<file path="src/rtl/button_input_conditioner_pkg.sv">
// Shared constants and test-FSM encoding for the button front end.
// The control unit and its bench pick up the default timing from here.
package button_input_conditioner_pkg;

    localparam int DEBOUNCE_CYCLES_DEF    = 4;
    localparam int LONG_PRESS_CYCLES_DEF  = 20;
    localparam int TEST_WINDOW_CYCLES_DEF = 30;
    localparam int CNT_W_DEF              = 4;

    typedef logic [1:0] test_state_t;

    localparam test_state_t IDLE  = 2'd0;
    localparam test_state_t HOLD  = 2'd1;
    localparam test_state_t ARMED = 2'd2;
    localparam test_state_t COUNT = 2'd3;

endpackage

</file>
<file path="src/rtl/button_input_conditioner_if.sv">
// Raw board inputs and conditioned control-unit inputs of the button front end.
interface button_input_conditioner_if
    import button_input_conditioner_pkg::*;
#(
    parameter int CNT_W = CNT_W_DEF
);
    logic             rawSleep;
    logic             rawAwake;
    logic             rawFeed;
    logic             rawPlay;
    logic             rawTest;
    logic             rawGiro;

    logic             botonSleep;
    logic             botonAwake;
    logic             botonFeed;
    logic             botonPlay;
    logic             giro;
    logic             botonTest;
    logic [CNT_W-1:0] pulseTest;
    logic             testArmed;
    test_state_t      test_state;

    // No back-pressure: every boton* is a one-cycle strobe the consumer must take
    // on that cycle; pulseTest is qualified by botonTest and then holds its value.
    modport master (
        output rawSleep, rawAwake, rawFeed, rawPlay, rawTest, rawGiro,
        input  botonSleep, botonAwake, botonFeed, botonPlay, giro,
        input  botonTest, pulseTest, testArmed, test_state
    );

    modport slave (
        input  rawSleep, rawAwake, rawFeed, rawPlay, rawTest, rawGiro,
        output botonSleep, botonAwake, botonFeed, botonPlay, giro,
        output botonTest, pulseTest, testArmed, test_state
    );

endinterface

</file>
<file path="src/rtl/button_input_conditioner_debounce_pulse.sv">
// Two-flop synchroniser, stability-counter debounce and registered rising-edge pulse.
module debounce_pulse #(
    parameter int DEBOUNCE_CYCLES = 4
) (
    input  logic clk,
    input  logic rst,
    input  logic raw,
    output logic level,
    output logic rise
);
    localparam int CW = $clog2(DEBOUNCE_CYCLES + 1);

    logic          sync1;
    logic          sync2;
    logic [CW-1:0] cnt;

    always_ff @(posedge clk) begin
        if (!rst) begin
            sync1 <= 1'b0;
            sync2 <= 1'b0;
            cnt   <= '0;
            level <= 1'b0;
            rise  <= 1'b0;
        end else begin
            sync1 <= raw;
            sync2 <= sync1;
            rise  <= 1'b0;
            // Any sample agreeing with the current level restarts the stability run.
            if (sync2 != level) begin
                if (cnt == CW'(DEBOUNCE_CYCLES - 1)) begin
                    level <= sync2;
                    rise  <= sync2;
                    cnt   <= '0;
                end else begin
                    cnt <= cnt + 1'b1;
                end
            end else begin
                cnt <= '0;
            end
        end
    end

endmodule

</file>
<file path="src/rtl/button_input_conditioner.sv">
// Button/tilt front end: six debounced channels plus the long-hold-then-count
// test-entry gesture that delivers botonTest with the press count on pulseTest.
module button_input_conditioner
    import button_input_conditioner_pkg::*;
#(
    parameter int DEBOUNCE_CYCLES    = DEBOUNCE_CYCLES_DEF,
    parameter int LONG_PRESS_CYCLES  = LONG_PRESS_CYCLES_DEF,
    parameter int TEST_WINDOW_CYCLES = TEST_WINDOW_CYCLES_DEF,
    parameter int CNT_W              = CNT_W_DEF
) (
    input  logic                        clk,
    input  logic                        rst,
    button_input_conditioner_if.slave   bus
);
    localparam int HOLD_W = $clog2(LONG_PRESS_CYCLES + 1);
    localparam int WIN_W  = $clog2(TEST_WINDOW_CYCLES + 1);

    logic              test_level;
    logic              test_rise;

    test_state_t       state;
    test_state_t       state_n;
    logic [HOLD_W-1:0] hold_cnt;
    logic [HOLD_W-1:0] hold_cnt_n;
    logic [WIN_W-1:0]  window_cnt;
    logic [WIN_W-1:0]  window_cnt_n;
    logic [CNT_W-1:0]  count;
    logic [CNT_W-1:0]  count_n;
    logic              deliver;

    debounce_pulse #(.DEBOUNCE_CYCLES(DEBOUNCE_CYCLES)) u_sleep (
        .clk(clk), .rst(rst), .raw(bus.rawSleep), .level(), .rise(bus.botonSleep)
    );
    debounce_pulse #(.DEBOUNCE_CYCLES(DEBOUNCE_CYCLES)) u_awake (
        .clk(clk), .rst(rst), .raw(bus.rawAwake), .level(), .rise(bus.botonAwake)
    );
    debounce_pulse #(.DEBOUNCE_CYCLES(DEBOUNCE_CYCLES)) u_feed (
        .clk(clk), .rst(rst), .raw(bus.rawFeed), .level(), .rise(bus.botonFeed)
    );
    debounce_pulse #(.DEBOUNCE_CYCLES(DEBOUNCE_CYCLES)) u_play (
        .clk(clk), .rst(rst), .raw(bus.rawPlay), .level(), .rise(bus.botonPlay)
    );
    debounce_pulse #(.DEBOUNCE_CYCLES(DEBOUNCE_CYCLES)) u_test (
        .clk(clk), .rst(rst), .raw(bus.rawTest), .level(test_level), .rise(test_rise)
    );
    // The tilt sensor is consumed as a level only.
    debounce_pulse #(.DEBOUNCE_CYCLES(DEBOUNCE_CYCLES)) u_giro (
        .clk(clk), .rst(rst), .raw(bus.rawGiro), .level(bus.giro), .rise()
    );

    always_ff @(posedge clk) begin
        if (!rst) begin
            state         <= IDLE;
            hold_cnt      <= '0;
            window_cnt    <= '0;
            count         <= '0;
            bus.botonTest <= 1'b0;
            bus.pulseTest <= '0;
        end else begin
            state         <= state_n;
            hold_cnt      <= hold_cnt_n;
            window_cnt    <= window_cnt_n;
            count         <= count_n;
            bus.botonTest <= deliver;
            if (deliver) begin
                bus.pulseTest <= count;
            end
        end
    end

    always_comb begin
        state_n      = state;
        hold_cnt_n   = hold_cnt;
        window_cnt_n = window_cnt;
        count_n      = count;
        deliver      = 1'b0;
        case (state)
            IDLE: begin
                if (test_rise) begin
                    state_n    = HOLD;
                    hold_cnt_n = '0;
                end
            end
            HOLD: begin
                if (!test_level) begin
                    state_n = IDLE;
                end else if (hold_cnt == HOLD_W'(LONG_PRESS_CYCLES - 1)) begin
                    state_n = ARMED;
                end else begin
                    hold_cnt_n = hold_cnt + 1'b1;
                end
            end
            ARMED: begin
                if (!test_level) begin
                    state_n      = COUNT;
                    count_n      = '0;
                    window_cnt_n = '0;
                end
            end
            COUNT: begin
                // A press on the expiry edge takes priority and restarts the window.
                if (test_rise) begin
                    if (count != {CNT_W{1'b1}}) begin
                        count_n = count + 1'b1;
                    end
                    window_cnt_n = '0;
                end else if (!test_level) begin
                    if (window_cnt == WIN_W'(TEST_WINDOW_CYCLES - 1)) begin
                        state_n = IDLE;
                        deliver = (count != '0);
                    end else begin
                        window_cnt_n = window_cnt + 1'b1;
                    end
                end
            end
            default: state_n = IDLE;
        endcase
    end

    always_comb begin
        bus.testArmed  = (state == ARMED) || (state == COUNT);
        bus.test_state = state;
    end

endmodule
</file>
<file path="src/flat_wrapper.sv">
// flat-port wrapper written by rule: the top's interface ports become plain ports
module button_input_conditioner_flat import button_input_conditioner_pkg::*;
#(
    parameter int DEBOUNCE_CYCLES    = DEBOUNCE_CYCLES_DEF,
    parameter int LONG_PRESS_CYCLES  = LONG_PRESS_CYCLES_DEF,
    parameter int TEST_WINDOW_CYCLES = TEST_WINDOW_CYCLES_DEF,
    parameter int CNT_W              = CNT_W_DEF
)
  (clk, rst, bus_rawSleep, bus_rawAwake, bus_rawFeed, bus_rawPlay, bus_rawTest, bus_rawGiro, bus_botonSleep, bus_botonAwake, bus_botonFeed, bus_botonPlay, bus_giro, bus_botonTest, bus_pulseTest, bus_testArmed, bus_test_state);
  button_input_conditioner_if #(.CNT_W(CNT_W)) bus_i ();
  input  logic clk;
  input  logic rst;
  input wire logic [$bits(bus_i.rawSleep)-1:0] bus_rawSleep;
  input wire logic [$bits(bus_i.rawAwake)-1:0] bus_rawAwake;
  input wire logic [$bits(bus_i.rawFeed)-1:0] bus_rawFeed;
  input wire logic [$bits(bus_i.rawPlay)-1:0] bus_rawPlay;
  input wire logic [$bits(bus_i.rawTest)-1:0] bus_rawTest;
  input wire logic [$bits(bus_i.rawGiro)-1:0] bus_rawGiro;
  output wire logic [$bits(bus_i.botonSleep)-1:0] bus_botonSleep;
  output wire logic [$bits(bus_i.botonAwake)-1:0] bus_botonAwake;
  output wire logic [$bits(bus_i.botonFeed)-1:0] bus_botonFeed;
  output wire logic [$bits(bus_i.botonPlay)-1:0] bus_botonPlay;
  output wire logic [$bits(bus_i.giro)-1:0] bus_giro;
  output wire logic [$bits(bus_i.botonTest)-1:0] bus_botonTest;
  output wire logic [$bits(bus_i.pulseTest)-1:0] bus_pulseTest;
  output wire logic [$bits(bus_i.testArmed)-1:0] bus_testArmed;
  output wire logic [$bits(bus_i.test_state)-1:0] bus_test_state;
  assign bus_i.rawSleep = bus_rawSleep;
  assign bus_i.rawAwake = bus_rawAwake;
  assign bus_i.rawFeed = bus_rawFeed;
  assign bus_i.rawPlay = bus_rawPlay;
  assign bus_i.rawTest = bus_rawTest;
  assign bus_i.rawGiro = bus_rawGiro;
  assign bus_botonSleep = bus_i.botonSleep;
  assign bus_botonAwake = bus_i.botonAwake;
  assign bus_botonFeed = bus_i.botonFeed;
  assign bus_botonPlay = bus_i.botonPlay;
  assign bus_giro = bus_i.giro;
  assign bus_botonTest = bus_i.botonTest;
  assign bus_pulseTest = bus_i.pulseTest;
  assign bus_testArmed = bus_i.testArmed;
  assign bus_test_state = bus_i.test_state;
  button_input_conditioner #(.DEBOUNCE_CYCLES(DEBOUNCE_CYCLES), .LONG_PRESS_CYCLES(LONG_PRESS_CYCLES), .TEST_WINDOW_CYCLES(TEST_WINDOW_CYCLES), .CNT_W(CNT_W)) u_core (.clk(clk), .rst(rst), .bus(bus_i));
endmodule
</file>
<file path="config.mk">
export PLATFORM = sky130hd
export DESIGN_NAME = button_input_conditioner_flat
export DESIGN_NICKNAME = d
export VERILOG_FILES = /design/src/rtl/button_input_conditioner_pkg.sv /design/src/rtl/button_input_conditioner_if.sv /design/src/rtl/button_input_conditioner_debounce_pulse.sv /design/src/rtl/button_input_conditioner.sv /design/src/flat_wrapper.sv
export SDC_FILE = /design/constraint.sdc
export NUM_CORES = 1
export LEC_CHECK = 0
export CAP_MARGIN = 20
export CELL_PAD_IN_SITES_DETAIL_PLACEMENT = 1
export CELL_PAD_IN_SITES_GLOBAL_PLACEMENT = 1
export CORE_UTILIZATION = 41
export CTS_CLUSTER_DIAMETER = 200
export DETAILED_ROUTE_END_ITERATION = 6
export HOLD_SLACK_MARGIN = 0.1
export PLACE_DENSITY_LB_ADDON = 0.3
export SLEW_MARGIN = 20
export SYNTH_ARGS = -nofsm -noshare
export SYNTH_HDL_FRONTEND = slang
export SYNTH_HIERARCHICAL = 1
export SYNTH_SLANG_ARGS = --single-unit
</file>
<file path="constraint.sdc">
create_clock -name clk -period 1.4 [get_ports clk]
set_input_delay 0.14 -clock clk [delete_from_list [all_inputs] [get_ports clk]]
set_output_delay 0.14 -clock clk [all_outputs]
set_load 0.05 [all_outputs]
</file>
==> results.py, run 1 <==
metrics = {
    "routing": {
        "post-route-drc-count": 0,
        "num_vias": 1994,
        "drtPass1Iterations": 4,
        "wirelength_um": 5340,
        "drt-initial-drc-count": 53,
        "ant_nets": 0,
        "viasPerCell": 5.30,
        "wire_per_inst_um": 14.2,
    },
    "setup_path": {
        "critPathRequiredTime_ps": 1660,
        "crit_arrival_ps": 1710,
        "end_kind": "flop",
        "critPathLaunchType": "flop",
        "path_max_fanout": 3,
        "path_class": "flop to flop",
    },
    "flow_run": {
        "maxCapViolations": 0,
    },
    "timing": {
        "worstMarginPinSlew_ps": 455,
        "layout_setup_ws_ps": -54.1,
        "fin_setup_tns_ps": -54.1,
        "setup_viol": 1,
        "fin_worst_skew_ps": 9.92,
        "finalHoldViolCount": 0,
        "relSlewSlack": 0.693,
        "finalMaxSlewViolations": 0,
        "final.period_utilization": 1.04,
        "rsz0062_at_grt": "true",
        "fmaxAchievable_mhz": 688,
        "layout_min_cycle_time_ps": 1450,
    },
    "final_layout": {
        "syn_to_final_growth_pct": 30.6,
        "final_nets": 322,
        "drive_gt1_frac": 0.336,
        "fin_cells": 376,
        "final_area_sq_um": 3380,
        "n_antenna_cell": 0,
    },
    "power": {
        "peakVddDrop_mv": 0.569,
        "leakage_nw": 1.23,
        "p_per_area_nw_per_um2": 970,
        "total_power_mw": 3.28,
    },
    "global_routing": {
        "grt_pass1_wl_um": 9070,
        "grt_max_degree": 29,
        "antenna_found_initial": 0,
        "grt_usage": 0.184,
        "grt_pass1_vias": 1975,
        "grt.overflow.total": 0,
    },
    "logic_synthesis": {
        "avgSynthCellArea_sq_um": 10.6,
        "synth_area_sq_um": 2590,
        "yosysWarnings": 6,
        "syn-num-nets": 270,
        "synthCells": 245,
    },
    "placed_design": {
        "dp_hpwl_um": 3640,
        "dpl_cell_area_sq_um": 3090,
        "gp_congestion": 0.765,
        "dp.cells": 356,
        "port_buffers": 20,
        "post-place-ws_ps": -116,
    },
    "clock_network": {
        "cts_buffer_depth": 2,
        "cts.clk_slew.worst_paths_ps": 70,
        "clockRootBuffer": "clkbuf_8",
        "insertion_delay_ps": 340,
        "cts.hold.buffers_added": 0,
        "cts_sinks": 62,
        "cts_tree": "built",
        "cts_buffers": 9,
        "htree_levels": 3,
    },
    "floorplanning": {
        "io_pins": 21,
        "start_util": 0.432,
        "core.rowCount": 28,
        "fp.coreArea_sq_um": 5990,
        "die_area_sq_um": 6640,
        "die_h_um": 81.5,
        "die-width_um": 81.5,
    },
    "min_path": {
        "hp-class": "primary input to flop",
    },
    "outcome": {
        "violations": "setup timing",
        "outcome": "finished, violations left",
    },
}
[state kept, by name (all words and copies together), names as in the netlist, 3 cells and up, named ones only]
name / count
u_core/window_cnt: 5
u_core/count: 4
u_core/u_feed/cnt: 3
u_core/u_test/cnt: 3
u_core/u_play/cnt: 3
u_core/hold_cnt: 5
u_core/u_sleep/cnt: 3
u_core/bus.pulseTest: 4
u_core/u_giro/cnt: 3
u_core/u_awake/cnt: 3
[layout by cell type, fill, tap and decap left out, types with 9 or more instances in the layout]
cell type,count
and2_1,12
buf_4,36
clkbuf_8,11
dfxtp_1,53
ha_1,14
inv_1,11
nand2_1,11
nor2_1,10
nor4b_1,14
xnor2_1,9
[layout make-up]
class	count	area [sq um]
well taps	75	93.8
repair buffers	48	425
fillers	649	2610
flip-flops and latches	62	1260
multi-input cells	164	1380
clock buffers	12	155
clock inverters	3	18.8
inverters	12	45.0
[path summary, 6_finish.rpt]
check	startpoint	end	slack, ps	depth (start not counted)
worst max register to register	u_core/hold_cnt[1]$_SDFFE_PN0P_	u_core/hold_cnt[1]$_SDFFE_PN0P_	-50	5
worst min-delay path	bus_rawFeed	u_core/u_feed/sync1$_SDFF_PN0_	380	2
worst min register to register	u_core/u_awake/cnt[0]$_SDFF_PP0_	u_core/u_awake/cnt[0]$_SDFF_PP0_	430	1
worst max-delay path	u_core/hold_cnt[1]$_SDFFE_PN0P_	u_core/hold_cnt[1]$_SDFFE_PN0P_	-50	5
[critical path: stages, from the launching register on]
cell	delay, ps
dfxtp_2	340
ha_4	160
and4bb_4	190
nand2b_4	140
or3b_1	380
a211oi_2	170
[metal layers]
layer / track usage / up-vias / wire length [um]
met5: 0 / - / 0
met2: 0.293 / 24 / 2660
met1: 0.221 / 966 / 2430
li1: - / 995 / -
met3: 0.0600 / 9 / 169
met4: 0.0911 / 0 / 86
[through the flow]
step	util	hold WS, ps
3_5_place_dp	0.517	422
5_1_grt	0.565	363
2_1_floorplan	-	262
4_1_cts	0.549	365
6_report	0.565	377
3_3_place_gp	0.517	415
[timing repair]
action,in CTS,in global routing
setup endpoints to repair,11,14
buffers inserted,0,4
pin swaps,4,2
gates cloned,1,0
resized for setup,6,14
[power breakdown]
part	leakage, nW	internal, mW	switching, mW
Clock	0.0888	0.727	0.675
Combinational	0.631	0.0467	0.0434
Sequential	0.508	1.78	0.0103
Note: power is estimated with default switching activity, not from simulation.
==> run 2: changes to the inputs <==
--- a/config.mk
+++ b/config.mk
@@ -12,7 +12,7 @@
 export CTS_CLUSTER_DIAMETER = 200
 export DETAILED_ROUTE_END_ITERATION = 6
 export HOLD_SLACK_MARGIN = 0.1
-export PLACE_DENSITY_LB_ADDON = 0.3
+export PLACE_DENSITY = 0.73
 export SLEW_MARGIN = 20
 export SYNTH_ARGS = -nofsm -noshare
 export SYNTH_HDL_FRONTEND = slang
==> results.py, run 2 (same netlist as run 1, synthesis figures left out) <==
metrics = {
    "outcome": {
        "outcome": "finished, violations left",
        "violations": "setup timing",
    },
    "min_path": {
        "min_from": "bus_rawAwake",
        "hp-class": "primary input to flop",
        "whs_path_depth": 2,
        "whs_endpoint": "u_core/u_awake/sync1$_SDFF_PN0_",
    },
    "timing": {
        "rsz0062_at_grt": "true",
        "fin_setup_tns_ps": -70.1,
        "finalHoldViolCount": 0,
        "finalMaxSlewViolations": 0,
        "worstMarginPinSlew_ps": 402,
        "final.period_utilization": 1.04,
        "layout_setup_ws_ps": -53.8,
        "fin_worst_skew_ps": 10.3,
        "relSlewSlack": 0.729,
        "fmaxAchievable_mhz": 688,
        "setup_viol": 4,
        "layout_min_cycle_time_ps": 1450,
    },
    "final_layout": {
        "n_antenna_cell": 0,
        "syn_to_final_growth_pct": 35.5,
        "layout_commonest_cell": "dfxtp_1",
        "final_core_util": 0.586,
        "final_area_sq_um": 3510,
        "final_nets": 324,
        "fin_cells": 379,
        "drive_gt1_frac": 0.342,
        "final_cell_mix": "dfxtp_1, buf_4, ha_1, and2_1, nor4b_1",
        "top_regs": "u_core/hold_cnt x5, u_core/window_cnt x5",
        "n_fill_cell": 643,
    },
    "floorplanning": {
        "io_pins": 21,
        "start_util": 0.432,
        "die_h_um": 81.5,
        "die-width_um": 81.5,
        "core.rowCount": 28,
        "fp.coreArea_sq_um": 5990,
        "die_area_sq_um": 6640,
    },
    "setup_path": {
        "crit_arrival_ps": 1710,
        "path_class": "flop to flop",
        "worst_path_max_delay_cell": "or3b_4",
        "critPathLaunchType": "flop",
        "critPathRequiredTime_ps": 1660,
        "cp_top_family": "simple AND/OR/NAND/NOR gates",
        "worst-path-buf-inv": 0,
        "ff2ff_path_depth": 5,
        "timing.rr.end": "u_core/hold_cnt[1]$_SDFFE_PN0P_",
        "crit-reg2reg-launch": "u_core/hold_cnt[0]$_SDFFE_PN0P_",
        "path_cells": "ha_4, and4bb_4, nand2b_4, or3b_4, a211oi_2",
        "regToRegSetupSlack_ps": -50,
        "path_max_fanout": 3,
        "end_kind": "flop",
        "crit_path_max_incr_delay_ps": 370,
    },
    "routing": {
        "post-route-drc-count": 0,
        "dr_wl_met3_um": 178,
        "ant_nets": 0,
        "viasPerCell": 5.37,
        "wl_met1_um": 2480,
        "drt-initial-drc-count": 70,
        "top_layer_used": "met4",
        "wire_per_inst_um": 15.0,
        "num_vias": 2035,
        "wl_met2_um": 2960,
        "wirelength_um": 5700,
        "drtPass1Iterations": 4,
    },
    "clock_network": {
        "insertion_delay_ps": 350,
        "cts_tree": "built",
        "cts_buffers": 9,
        "cts.clk_slew.worst_paths_ps": 70,
        "clockRootBuffer": "clkbuf_8",
        "cts_buffer_depth": 2,
        "htree_levels": 3,
        "cts.hold.buffers_added": 0,
        "cts_sinks": 62,
    },
    "global_routing": {
        "grt_pass1_vias": 2028,
        "grt_pass1_wl_um": 9180,
        "grt.overflow.total": 0,
        "grt_usage": 0.188,
        "grt_max_degree": 38,
        "antenna_found_initial": 0,
    },
    "power": {
        "p_seq_frac": 0.474,
        "leakage_nw": 1.28,
        "peakVddDrop_mv": 0.790,
        "total_power_mw": 3.77,
        "swShare": 0.205,
        "p_comb_frac": 0.026,
        "switchingPower_uw": 774,
        "p_per_area_nw_per_um2": 1070,
        "power_frac_clock": 0.500,
        "internal_power_mw": 3.00,
    },
    "placed_design": {
        "dp_hpwl_um": 3730,
        "dp.cells": 360,
        "gp_congestion": 0.766,
        "dpl_cell_area_sq_um": 3140,
        "port_buffers": 20,
    },
    "flow_run": {
        "maxCapViolations": 0,
    },
}
[run 2: through the flow]
step,hold WS (ps),setup slack (ps)
6_report,370,-53.8
5_1_grt,364,-120
4_1_cts,357,-48.9
3_5_place_dp,419,-73.7
3_3_place_gp,414,-42.4
2_1_floorplan,262,-51.6
[run 2: cell type report]
type | instances | area (sq um) | area share
clock buffer | 12 | 166 | 0.0474
clock inverter | 4 | 75.1 | 0.0214
inverter | 12 | 45.0 | 0.0128
multi-input combinational | 164 | 1410 | 0.402
sequential | 62 | 1260 | 0.358
tap | 75 | 93.8 | 0.0267
timing repair buffer | 50 | 460 | 0.131
[run 2: power groups by stage]
stage / Combinational (mW) / Clock [mW] / Sequential (mW)
6_report: 0.0995 / 1.88 / 1.79
5_1_grt: 0.110 / 2.01 / 1.79
4_1_cts: 0.0991 / 1.93 / 1.79
3_5_place_dp: 0.0979 / 0 / 1.83
3_3_place_gp: 0.0951 / 0 / 1.83
2_1_floorplan: 0.0413 / 0 / 1.83
[run 2: how the worst max path moves through the flow]
stage                                 startpoint                                   end  slack (ps)  cells after the start
2_1_floorplan    u_core/hold_cnt[0]$_SDFFE_PN0P_       u_core/hold_cnt[1]$_SDFFE_PN0P_         -50                      5
3_3_place_gp     u_core/hold_cnt[1]$_SDFFE_PN0P_       u_core/hold_cnt[2]$_SDFFE_PN0P_         -40                      6
3_5_place_dp     u_core/hold_cnt[0]$_SDFFE_PN0P_       u_core/hold_cnt[1]$_SDFFE_PN0P_         -70                      5
4_1_cts          u_core/hold_cnt[0]$_SDFFE_PN0P_       u_core/hold_cnt[1]$_SDFFE_PN0P_         -50                      5
5_1_grt        u_core/window_cnt[1]$_SDFFE_PN0P_  u_core/bus.pulseTest[2]$_SDFFE_PN0P_        -120                      8
6_report         u_core/hold_cnt[0]$_SDFFE_PN0P_       u_core/hold_cnt[1]$_SDFFE_PN0P_         -50                      5
[run 2: what timing repair did]
item                       4_1_cts  5_1_grt
pin swaps                        3        8
setup endpoints to repair       10       15
resized for setup                2       20
setup buffers                    1        1
gates cloned                     0        1
[run 2: worst reg2reg max path, stage by stage, from the launching register on]
cell and delay, ps:
dfxtp_2 340, ha_4 150, and4bb_4 200, nand2b_4 140
or3b_4 370, a211oi_2 180
[run 2: routing by layer]
layer / up-vias / global-route usage
met5: - / 0
li1: 998 / -
met1: 995 / 0.206
met3: 9 / 0.0633
met2: 33 / 0.329
met4: 0 / 0.0804
